`config.mk`:
```
export PLATFORM = sky130hd
export DESIGN_NAME = rs_fp
export DESIGN_NICKNAME = d
export VERILOG_FILES = /design/src/rtl/rs_fp_pkg.sv /design/src/rtl/rs_fp_wakeup.sv /design/src/rtl/rs_fp.sv
export SDC_FILE = /design/constraint.sdc
export NUM_CORES = 1
export LEC_CHECK = 0
export ABC_AREA = 1
export BUFFER_PORTS_ARGS = -buffer_cell sky130_fd_sc_hd__clkbuf_2
export CAP_MARGIN = 20
export CORE_MARGIN = 10
export CORE_UTILIZATION = 23
export CTS_CLUSTER_DIAMETER = 40
export CTS_CLUSTER_SIZE = 25
export DETAILED_ROUTE_END_ITERATION = 7
export PLACE_DENSITY = 0.48
export RECOVER_POWER = 25
export SETUP_SLACK_MARGIN = 0.5
export SLEW_MARGIN = 15
export SYNTH_ARGS = -nofsm -noshare
export SYNTH_HDL_FRONTEND = slang
export SYNTH_SLANG_ARGS = --single-unit
```
`constraint.sdc`:
```
create_clock -name clk -period 4.8 [get_ports clk]
set_clock_uncertainty 0.05 [all_clocks]
set_input_delay 0.96 -clock clk [delete_from_list [all_inputs] [get_ports clk]]
set_output_delay 0.96 -clock clk [all_outputs]
set_load 0.03 [all_outputs]
```
`src/rtl/rs_fp_pkg.sv`:
```
// Shared definitions for the FP reservation station: widths, packed entry layout and CDB bundle.
// The field order of fp_entry_t matches the 114-bit entry: rd at bit 0, zero padding at [113:85].
package rs_fp_pkg;

  localparam int TAG_W   = 4;
  localparam int DATA_W  = 32;
  localparam int ENTRY_W = 114;
  localparam int ZERO_W  = 29;

  typedef struct packed {
    logic [ZERO_W-1:0] zero;        // [113:85]
    logic [TAG_W-1:0]  rs2_tag;     // [84:81]
    logic [4:0]        aluop;       // [80:76]
    logic [TAG_W-1:0]  rs1_tag;     // [75:72]
    logic              fpregwrite;  // [71]
    logic [DATA_W-1:0] rs2_val;     // [70:39]
    logic              rs2_rdy;     // [38]
    logic [DATA_W-1:0] rs1_val;     // [37:6]
    logic              rs1_rdy;     // [5]
    logic [4:0]        rd;          // [4:0]
  } fp_entry_t;

  typedef struct packed {
    logic              valid;
    logic [TAG_W-1:0]  tag;
    logic [DATA_W-1:0] data;
  } cdb_t;

  function automatic logic [1:0] count_free(input logic [1:0] valid);
    return {1'b0, ~valid[0]} + {1'b0, ~valid[1]};
  endfunction

endpackage

```
`src/rtl/rs_fp_wakeup.sv`:
```
// Operand capture for one entry: a not-ready operand whose tag matches a CDB takes its data.
// Purely combinational; CDB0 wins when both buses carry the operand's tag.
module rs_fp_wakeup
  import rs_fp_pkg::*;
(
  input  logic      en,
  input  fp_entry_t base,
  input  cdb_t      cdb0,
  input  cdb_t      cdb1,
  output fp_entry_t result
);

  always_comb begin
    result = base;
    if (en && !base.rs1_rdy) begin
      if (cdb0.valid && cdb0.tag == base.rs1_tag) begin
        result.rs1_rdy = 1'b1;
        result.rs1_val = cdb0.data;
      end else if (cdb1.valid && cdb1.tag == base.rs1_tag) begin
        result.rs1_rdy = 1'b1;
        result.rs1_val = cdb1.data;
      end
    end
    if (en && !base.rs2_rdy) begin
      if (cdb0.valid && cdb0.tag == base.rs2_tag) begin
        result.rs2_rdy = 1'b1;
        result.rs2_val = cdb0.data;
      end else if (cdb1.valid && cdb1.tag == base.rs2_tag) begin
        result.rs2_rdy = 1'b1;
        result.rs2_val = cdb1.data;
      end
    end
  end

endmodule

```
`src/rtl/rs_fp.sv`:
```
// Two-entry FP reservation station: dispatch/wakeup visible one cycle later; requests beyond free slots are dropped.
// Define RS_FP_BYPASS_EN to let a dispatched operand capture a CDB broadcast from its own dispatch cycle.
module rs_fp
  import rs_fp_pkg::*;
#(
  parameter int TAG_W   = rs_fp_pkg::TAG_W,
  parameter int ENTRY_W = rs_fp_pkg::ENTRY_W
) (
  input  logic               clk,
  input  logic               rst_n,
  input  logic               disp0_valid,
  input  logic [ENTRY_W-1:0] disp0_entry,
  input  logic [TAG_W-1:0]   disp0_rob,
  input  logic               disp1_valid,
  input  logic [ENTRY_W-1:0] disp1_entry,
  input  logic [TAG_W-1:0]   disp1_rob,
  input  logic               cdb0_valid,
  input  logic [TAG_W-1:0]   cdb0_tag,
  input  logic [31:0]        cdb0_data,
  input  logic               cdb1_valid,
  input  logic [TAG_W-1:0]   cdb1_tag,
  input  logic [31:0]        cdb1_data,
  input  logic               fp_0_issue,
  input  logic               fp_1_issue,
  output logic [ENTRY_W-1:0] rs_fp_0,
  output logic [ENTRY_W-1:0] rs_fp_1,
  output logic [TAG_W-1:0]   rs_fp_0_entry_num,
  output logic [TAG_W-1:0]   rs_fp_1_entry_num,
  output logic               selector,
  output logic [1:0]         rs_fp_free
);

  logic [1:0]         valid_q, valid_d;
  logic [ENTRY_W-1:0] entry_q [2];
  logic [TAG_W-1:0]   rob_q [2];
  logic               sel_q, sel_d;

  logic [1:0] free, wr, src, wake_en, issue;
  fp_entry_t  base [2];
  fp_entry_t  woken [2];
  cdb_t       cdb0, cdb1;

  assign cdb0  = '{valid: cdb0_valid, tag: cdb0_tag, data: cdb0_data};
  assign cdb1  = '{valid: cdb1_valid, tag: cdb1_tag, data: cdb1_data};
  assign issue = {fp_1_issue, fp_0_issue};
  assign free  = ~valid_q;

  // Allocation looks at registered occupancy only, so a slot issued this cycle is not reused until next cycle.
  always_comb begin
    wr  = 2'b00;
    src = 2'b00;
    if (disp0_valid && disp1_valid) begin
      if (free == 2'b11) begin
        wr  = 2'b11;
        src = 2'b10;
      end else if (free[0]) begin
        wr[0] = 1'b1;
      end else if (free[1]) begin
        wr[1] = 1'b1;
      end
    end else if (disp0_valid || disp1_valid) begin
      if (free[0]) begin
        wr[0]  = 1'b1;
        src[0] = disp1_valid;
      end else if (free[1]) begin
        wr[1]  = 1'b1;
        src[1] = disp1_valid;
      end
    end
  end

  always_comb begin
    for (int i = 0; i < 2; i++) begin
      base[i] = fp_entry_t'(entry_q[i]);
      if (wr[i]) begin
        base[i]      = fp_entry_t'(src[i] ? disp1_entry : disp0_entry);
        base[i].zero = '0;
      end
    end
  end

  // Wakeup applies to held entries that are not leaving this cycle; fresh dispatches only with bypass.
  always_comb begin
    for (int i = 0; i < 2; i++) begin
`ifdef RS_FP_BYPASS_EN
      wake_en[i] = wr[i] | (valid_q[i] & ~issue[i]);
`else
      wake_en[i] = valid_q[i] & ~issue[i];
`endif
    end
  end

  rs_fp_wakeup u_wake0 (
    .en     (wake_en[0]),
    .base   (base[0]),
    .cdb0   (cdb0),
    .cdb1   (cdb1),
    .result (woken[0])
  );

  rs_fp_wakeup u_wake1 (
    .en     (wake_en[1]),
    .base   (base[1]),
    .cdb0   (cdb0),
    .cdb1   (cdb1),
    .result (woken[1])
  );

  assign valid_d = wr | (valid_q & ~issue);

  always_comb begin
    sel_d = sel_q;
    if (valid_d == 2'b00) begin
      sel_d = 1'b0;
    end else if (wr == 2'b11) begin
      sel_d = 1'b1;
    end else if (wr[0]) begin
      sel_d = 1'b0;
    end else if (wr[1]) begin
      sel_d = 1'b1;
    end
  end

  always_ff @(posedge clk) begin
    if (!rst_n) begin
      valid_q <= 2'b00;
      sel_q   <= 1'b0;
      for (int i = 0; i < 2; i++) begin
        entry_q[i] <= '0;
        rob_q[i]   <= '0;
      end
    end else begin
      valid_q <= valid_d;
      sel_q   <= sel_d;
      for (int i = 0; i < 2; i++) begin
        if (wr[i] || wake_en[i]) begin
          entry_q[i] <= woken[i];
        end
        if (wr[i]) begin
          rob_q[i] <= src[i] ? disp1_rob : disp0_rob;
        end
      end
    end
  end

  assign rs_fp_0           = valid_q[0] ? entry_q[0] : '0;
  assign rs_fp_1           = valid_q[1] ? entry_q[1] : '0;
  assign rs_fp_0_entry_num = rob_q[0];
  assign rs_fp_1_entry_num = rob_q[1];
  assign selector          = sel_q;
  assign rs_fp_free        = count_free(valid_q);

endmodule

```
==> results.md, run 1 <==
- Hold path cells: 2
- Largest net degree at the start of global routing: 81
- R2R Setup Slk: 720 ps
- Clock latency on the worst-skew pair: 500 ps
- Hold Path End: selector
- Post-layout util: 27.8%
- Setup Fix Bufs, Post-CTS: 0
- Share of cells above drive strength 1: 15.1%
- Hold buffer count at cts: 0
- Detailed Routing Iterations Pass 1: 8
- Clock buffer depth: 2
- Initial antenna violation count: 12
- Ys async rst share: 0%
- Most common cell after layout, fill and taps aside: nand2_1
- CTS H-tree depth: 4
- Num Clock Sinks: 181
- CTS buffer count: 17
- Worst Tran Pin Value: 2140 ps
- EDFF count, synth: 178
- P per Cell Area: 303 nW/um2
- Final Max Slew Viols: 44
- CP Max Fanout: 43
- CP Launch Type: flip-flop
- # rows: 99
- Most common flop cell mapped by yosys: edfxtp_1
- DR iter-0 viols: 1324
- Setup CP Type: flip-flop to output port
- Core area: 73300 um2
- # setup viols final: 0
- #FFs+latches synth: 181
- Dpl hpwl: 66600 um
- GRT Util Overall: 19.6%
- Post-route ant nets: 0
- Commonest non-fill, non-tap cells in the layout: nand2_1 (1026), nor2_1 (641), clkbuf_2 (379)
- Rel. slew slack: -42.5%
- Post-route DRC: 0
- Worst VDD drop: 0.275 mV
- Worst Hold Slack: 421 ps
- PortBufs: 438
- Reg2reg path depth: 15
- Clk Tree Root Cell: clkbuf_16
- Critical Path AT: 3110 ps
- Final layout net count: 3571
- Status: finished, violations left
- Failing checks: capacitance limit, slew limit
- Global-route wire length before repair: 125000 um
- Period utilization: 85.9%
- # fillers: 8580
- Die Footprint: 85700 um2
- RSZ-0062 raised after global routing: false
- Cell count after synthesis: 2943
- Syn Area/Cell: 5.82 um2
- CTS tree: built
- Fmax: 243 MHz
- Vias: 19400
- Die Y: 293 um
- IO Count: 555
- P&R area growth vs syn: 19.0%
- Crit path time final: 4120 ps
- Yosys Warn Count: 0
- Hold Fails Final Rpt: 0
- Drt via density: 4.59
- Routed WL: 87800 um
- Leak pwr: 11.7 nW
- R2R Path Start: valid_q[1]
- Die extent in x: 293 um
- Clock-pin slew on the worst setup and hold paths: 70 ps
- Worst hold start: selector
- Crit path required time: 3790 ps
- Hold WC Path Type: flip-flop to flip-flop
- CP endpoint kind: output port
- TNS Setup: 0 ps
- Seq/Total Area, Yosys: 31.6%
- Post-cts sizing count: 0
- Reg2reg end: entry_q[0][156]
- Placer Congestion: 0.900
- Grt ovf: 0
- Initial core utilization: 23.3%
- Vias in the first global route: 18400
- Max Cap Viol: 1
- Synth cell types: 34
- WL per Instance: 20.8 um
- Mapped Area: 17100 um2
[cells in the mapped netlist (3+ instances only)]
| cell | count | area share, % |
|---|---|---|
| nand2_1 | 1026 | 22 |
| nor2_1 | 643 | 14 |
| inv_1 | 362 | 7.9 |
| o21ai_0 | 197 | 5.8 |
| edfxtp_1 | 178 | 31 |
| nand4_1 | 128 | 4.7 |
| clkbuf_1 | 97 | 2.1 |
| buf_4 | 71 | 3.1 |
| nand3_1 | 69 | 2.0 |
| buf_2 | 52 | 1.5 |
| buf_1 | 31 | 0.68 |
| a211oi_1 | 21 | 0.92 |
| a21oi_1 | 14 | 0.41 |
| buf_6 | 6 | 0.39 |
| o211ai_1 | 6 | 0.26 |
| a21oi_2 | 4 | 0.20 |
| inv_2 | 4 | 0.088 |
| nor2_2 | 4 | 0.15 |
| or2_2 | 4 | 0.15 |
| a21oi_4 | 3 | 0.29 |
| dfxtp_1 | 3 | 0.35 |
| nand2_2 | 3 | 0.11 |
[sequential cells by signal, summed over array words and instances (netlist names)]
register / cells
entry_q: 170
rob_q: 8
valid_q: 2
selector: 1
[cell families (layout without fill, tap and decap cells)]
logic type      Yosys count  count (layout)  synth area share [%]
flops                   181             181                  31.6
buf+inv                 623             889                  15.9
fa+ha+maj                 2               2                 0.146
compound gates          248             248                  8.00
simple gates           1885            1885                  44.2
xor+xnor                  3               3                 0.197
other cells               1              63                0.0219
[area by class of cell]
class	count	area, um2	share of cell area (%)
antenna	5	12.5	0.0614
clock buffer	19	433	2.13
clock inverter	13	106	0.522
inverter	366	1380	6.76
multi-input combinational	2196	9270	45.5
sequential	181	5410	26.6
tap	959	1200	5.89
timing repair buffer	491	2560	12.6
[stage by stage]
stage | cell area, um2 | worst slack, ps | instances | total power, W
detailed placement | 19900 | 506 | 4193 | 0.00481
floorplan | 17300 | 963 | 3000 | 0.00389
finish | 20400 | 678 | 4230 | 0.00618
CTS | 20500 | 738 | 4225 | 0.00627
global route | 20400 | 321 | 4227 | 0.00656
global placement | 19900 | 562 | 4191 | 0.00480
[where the power goes]
part / switching (W) / internal, W
registers: 0.000154 / 0.00208
logic: 0.00186 / 0.000652
clock network: 0.000722 / 0.000711
total: 0.00274 / 0.00344
[critical path, cell delays in order (launching register included)]
cell      delay (ps)
dfxtp_4          370
clkbuf_1        1500
nand2_1          320
inv_1            130
clkbuf_2         220
[how the worst max path moves through the flow]
stage                           end  depth (start not counted)         from
CTS                 entry_q[0][156]                         15   valid_q[1]
global route            rs_fp_0[47]                          4   valid_q[0]
global placement    entry_q[0][164]                         14  disp0_valid
floorplan            entry_q[0][10]                          7  disp1_valid
finish                  rs_fp_0[47]                          4   valid_q[0]
detailed placement  entry_q[0][156]                         14  disp0_valid
[routing by layer]
metal	up-vias	global-route usage, %	part of all wire [%]	wire [um]
li1	9587	-	-	-
met1	9121	25.5	44	39000
met2	610	32.7	47	41700
met3	74	3.96	6.1	5370
met4	10	5.18	1.9	1640
met5	-	0	0.079	69
No activity file was read; power rests on OpenSTA's default activity.
==> run 2: changes to the inputs <==
GPL_TIMING_DRIVEN = 0   (was not set)
==> run 2 against run 1 <==
Compared with the run above: utilization increased by 1.1 points; cell area increased by 4.0%; worst hold slack better by 4.2 ps; sequential power is essentially flat; the run now ends clean; register-to-register slack got worse by 220 ps; flip-flop and latch count did not move; maximum frequency is 6.0% lower; combinational power rose by 5%; first-iteration DRC count rose by 24%; wire length up 8.7%; via count up 5.6%; power is 0.80% higher.
==> results.md, run 2 (same netlist as run 1, synthesis figures left out) <==
- Status: finished, final reports clean
- Clock-pin slew on the worst setup and hold paths: 70 ps
- Core area: 73300 um2
- PortBufs: 436
- Most common cell after layout, fill and taps aside: nand2_1
- Placed Area: 20800 um2
- Fmax: 228 MHz
- Vias: 20500
- P per Cell Area: 294 nW/um2
- Vias in the first global route: 19700
- WL per Instance: 21.5 um
- Leak pwr: 12.0 nW
- Post-layout util: 28.9%
- Hold WC Path Type: flip-flop to flip-flop
- P&R area growth vs syn: 23.8%
- CTS buffer count: 17
- Commonest non-fill, non-tap cells in the layout: nand2_1 (1027), nor2_1 (643), inv_1 (362)
- CTS tree: built
- Max layer used: met4
- Drt via density: 4.62
- R2R Setup Slk: 500 ps
- Crit-path slowest cell: clkbuf_1
- Detailed Routing Iterations Pass 1: 7
- Initial core utilization: 23.3%
- IO Count: 555
- Cell mode on critical path: clkbuf_1
- Placer Congestion: 0.946
- Largest net degree at the start of global routing: 42
- Max Cap Viol: 0
- Grt ovf: 0
- Max reg flops: 170
- Worst Tran Pin Value: 1030 ps
- Post-route ant nets: 0
- GRT Util Overall: 21.3%
- Initial antenna violation count: 2
- Placement Setup Slack: -195 ps
- Routed WL: 95500 um
- Crit path time final: 4380 ps
- Global-route wire length before repair: 134000 um
- # setup viols final: 0
- Share of cells above drive strength 1: 14.7%
- Worst hold start: selector
- Hold buffer count at cts: 0
- Metal-1 WL: 41800 um
- Post-route cell area: 21200 um2
- Hold Fails Final Rpt: 0
- Critical Path Start: valid_q[0]
- Num Clock Sinks: 181
- Final Max Slew Viols: 0
- CP Launch Type: flip-flop
- CTS H-tree depth: 4
- Worst Hold Slack: 425 ps
- Worst VDD drop: 0.281 mV
- Dpl hpwl: 78300 um
- Post-route DRC: 0
- Clk Tree Root Cell: clkbuf_16
- Final layout net count: 3779
- CP Max Fanout: 10
- R2R Path Start: valid_q[1]
- Crit-path cells: buf_2, clkbuf_1, clkbuf_1, clkbuf_1, nand2_1, inv_1, clkbuf_2
- Metal2 WL: 45100 um
- Clock buffer depth: 2
- Clock latency on the worst-skew pair: 490 ps
- Setup Fix Bufs, Post-CTS: 0
- RSZ-0062 raised after global routing: false
- Crit path required time: 3790 ps
- Critical Path AT: 3370 ps
- Rel. slew slack: 31.4%
- # rows: 99
- Met3 routed WL: 5940 um
- Fin worst setup slack: 417 ps
- Setup CP Type: flip-flop to output port
- Die Y: 293 um
- CP max stage delay: 680 ps
- DR iter-0 viols: 1639
- CP endpoint kind: output port
- # fillers: 8662
- Die extent in x: 293 um
- Largest Register: entry_q
- TNS Setup: 0 ps
- Period utilization: 91.3%
- Largest registers: entry_q x170, rob_q x8, valid_q x2
- Die Footprint: 85700 um2
-- run 2: where the power goes --
group / switching, W / internal, W / total [W]
Sequential: 0.000155 / 0.00208 / 0.00224
Clock: 0.000711 / 0.000654 / 0.00137
Combinational: 0.00193 / 0.000703 / 0.00263
-- run 2: layout make-up --
class                      instances  area, um2  area share [%]
timing repair buffer             441       2110            9.95
tap                              959       1200            5.66
sequential                       181       5410            25.5
clock inverter                    14       87.6           0.413
clock buffer                      18        429            2.02
antenna                            2       5.00          0.0236
multi-input combinational       2197       9240            43.6
inverter                         366       1370            6.48
buffer                           257       1340            6.33
-- run 2: worst max-delay path: cells and delay by family (launching register included) --
kind	cells	cell delay (ps)
buf+inv	6	2320
flops	1	330
simple gates	1	210
-- run 2: worst paths after layout --
| kind | end | cells past startpoint |
|---|---|---|
| worst max register to register | entry_q[0][34] | 11 |
| worst max-delay path | rs_fp_0[35] | 7 |
| worst min-delay path | selector | 2 |
| worst min register to register | selector | 2 |
-- run 2: per-layer routing --
metal / track usage (%) / vias to the layer above
met5: 0 / -
met4: 6.40 / 0
met3: 3.68 / 90
met2: 35.9 / 729
met1: 27.5 / 9661
li1: - / 10000
-- run 2: repair_timing --
item | 4_1_cts | 5_1_grt
gates resized for setup | 2 | 0
pin swaps | 1 | 1
cloned | 1 | 0
setup endpoints to repair | 239 | 17
-- run 2: metrics by stage --
step | instances | total power, W
final | 4435 | 0.00623
after global routing | 4434 | 0.00660
after CTS | 4433 | 0.00628
after detailed placement | 4400 | 0.00490
after global placement | 4395 | 0.00489
after floorplan | 3000 | 0.00389
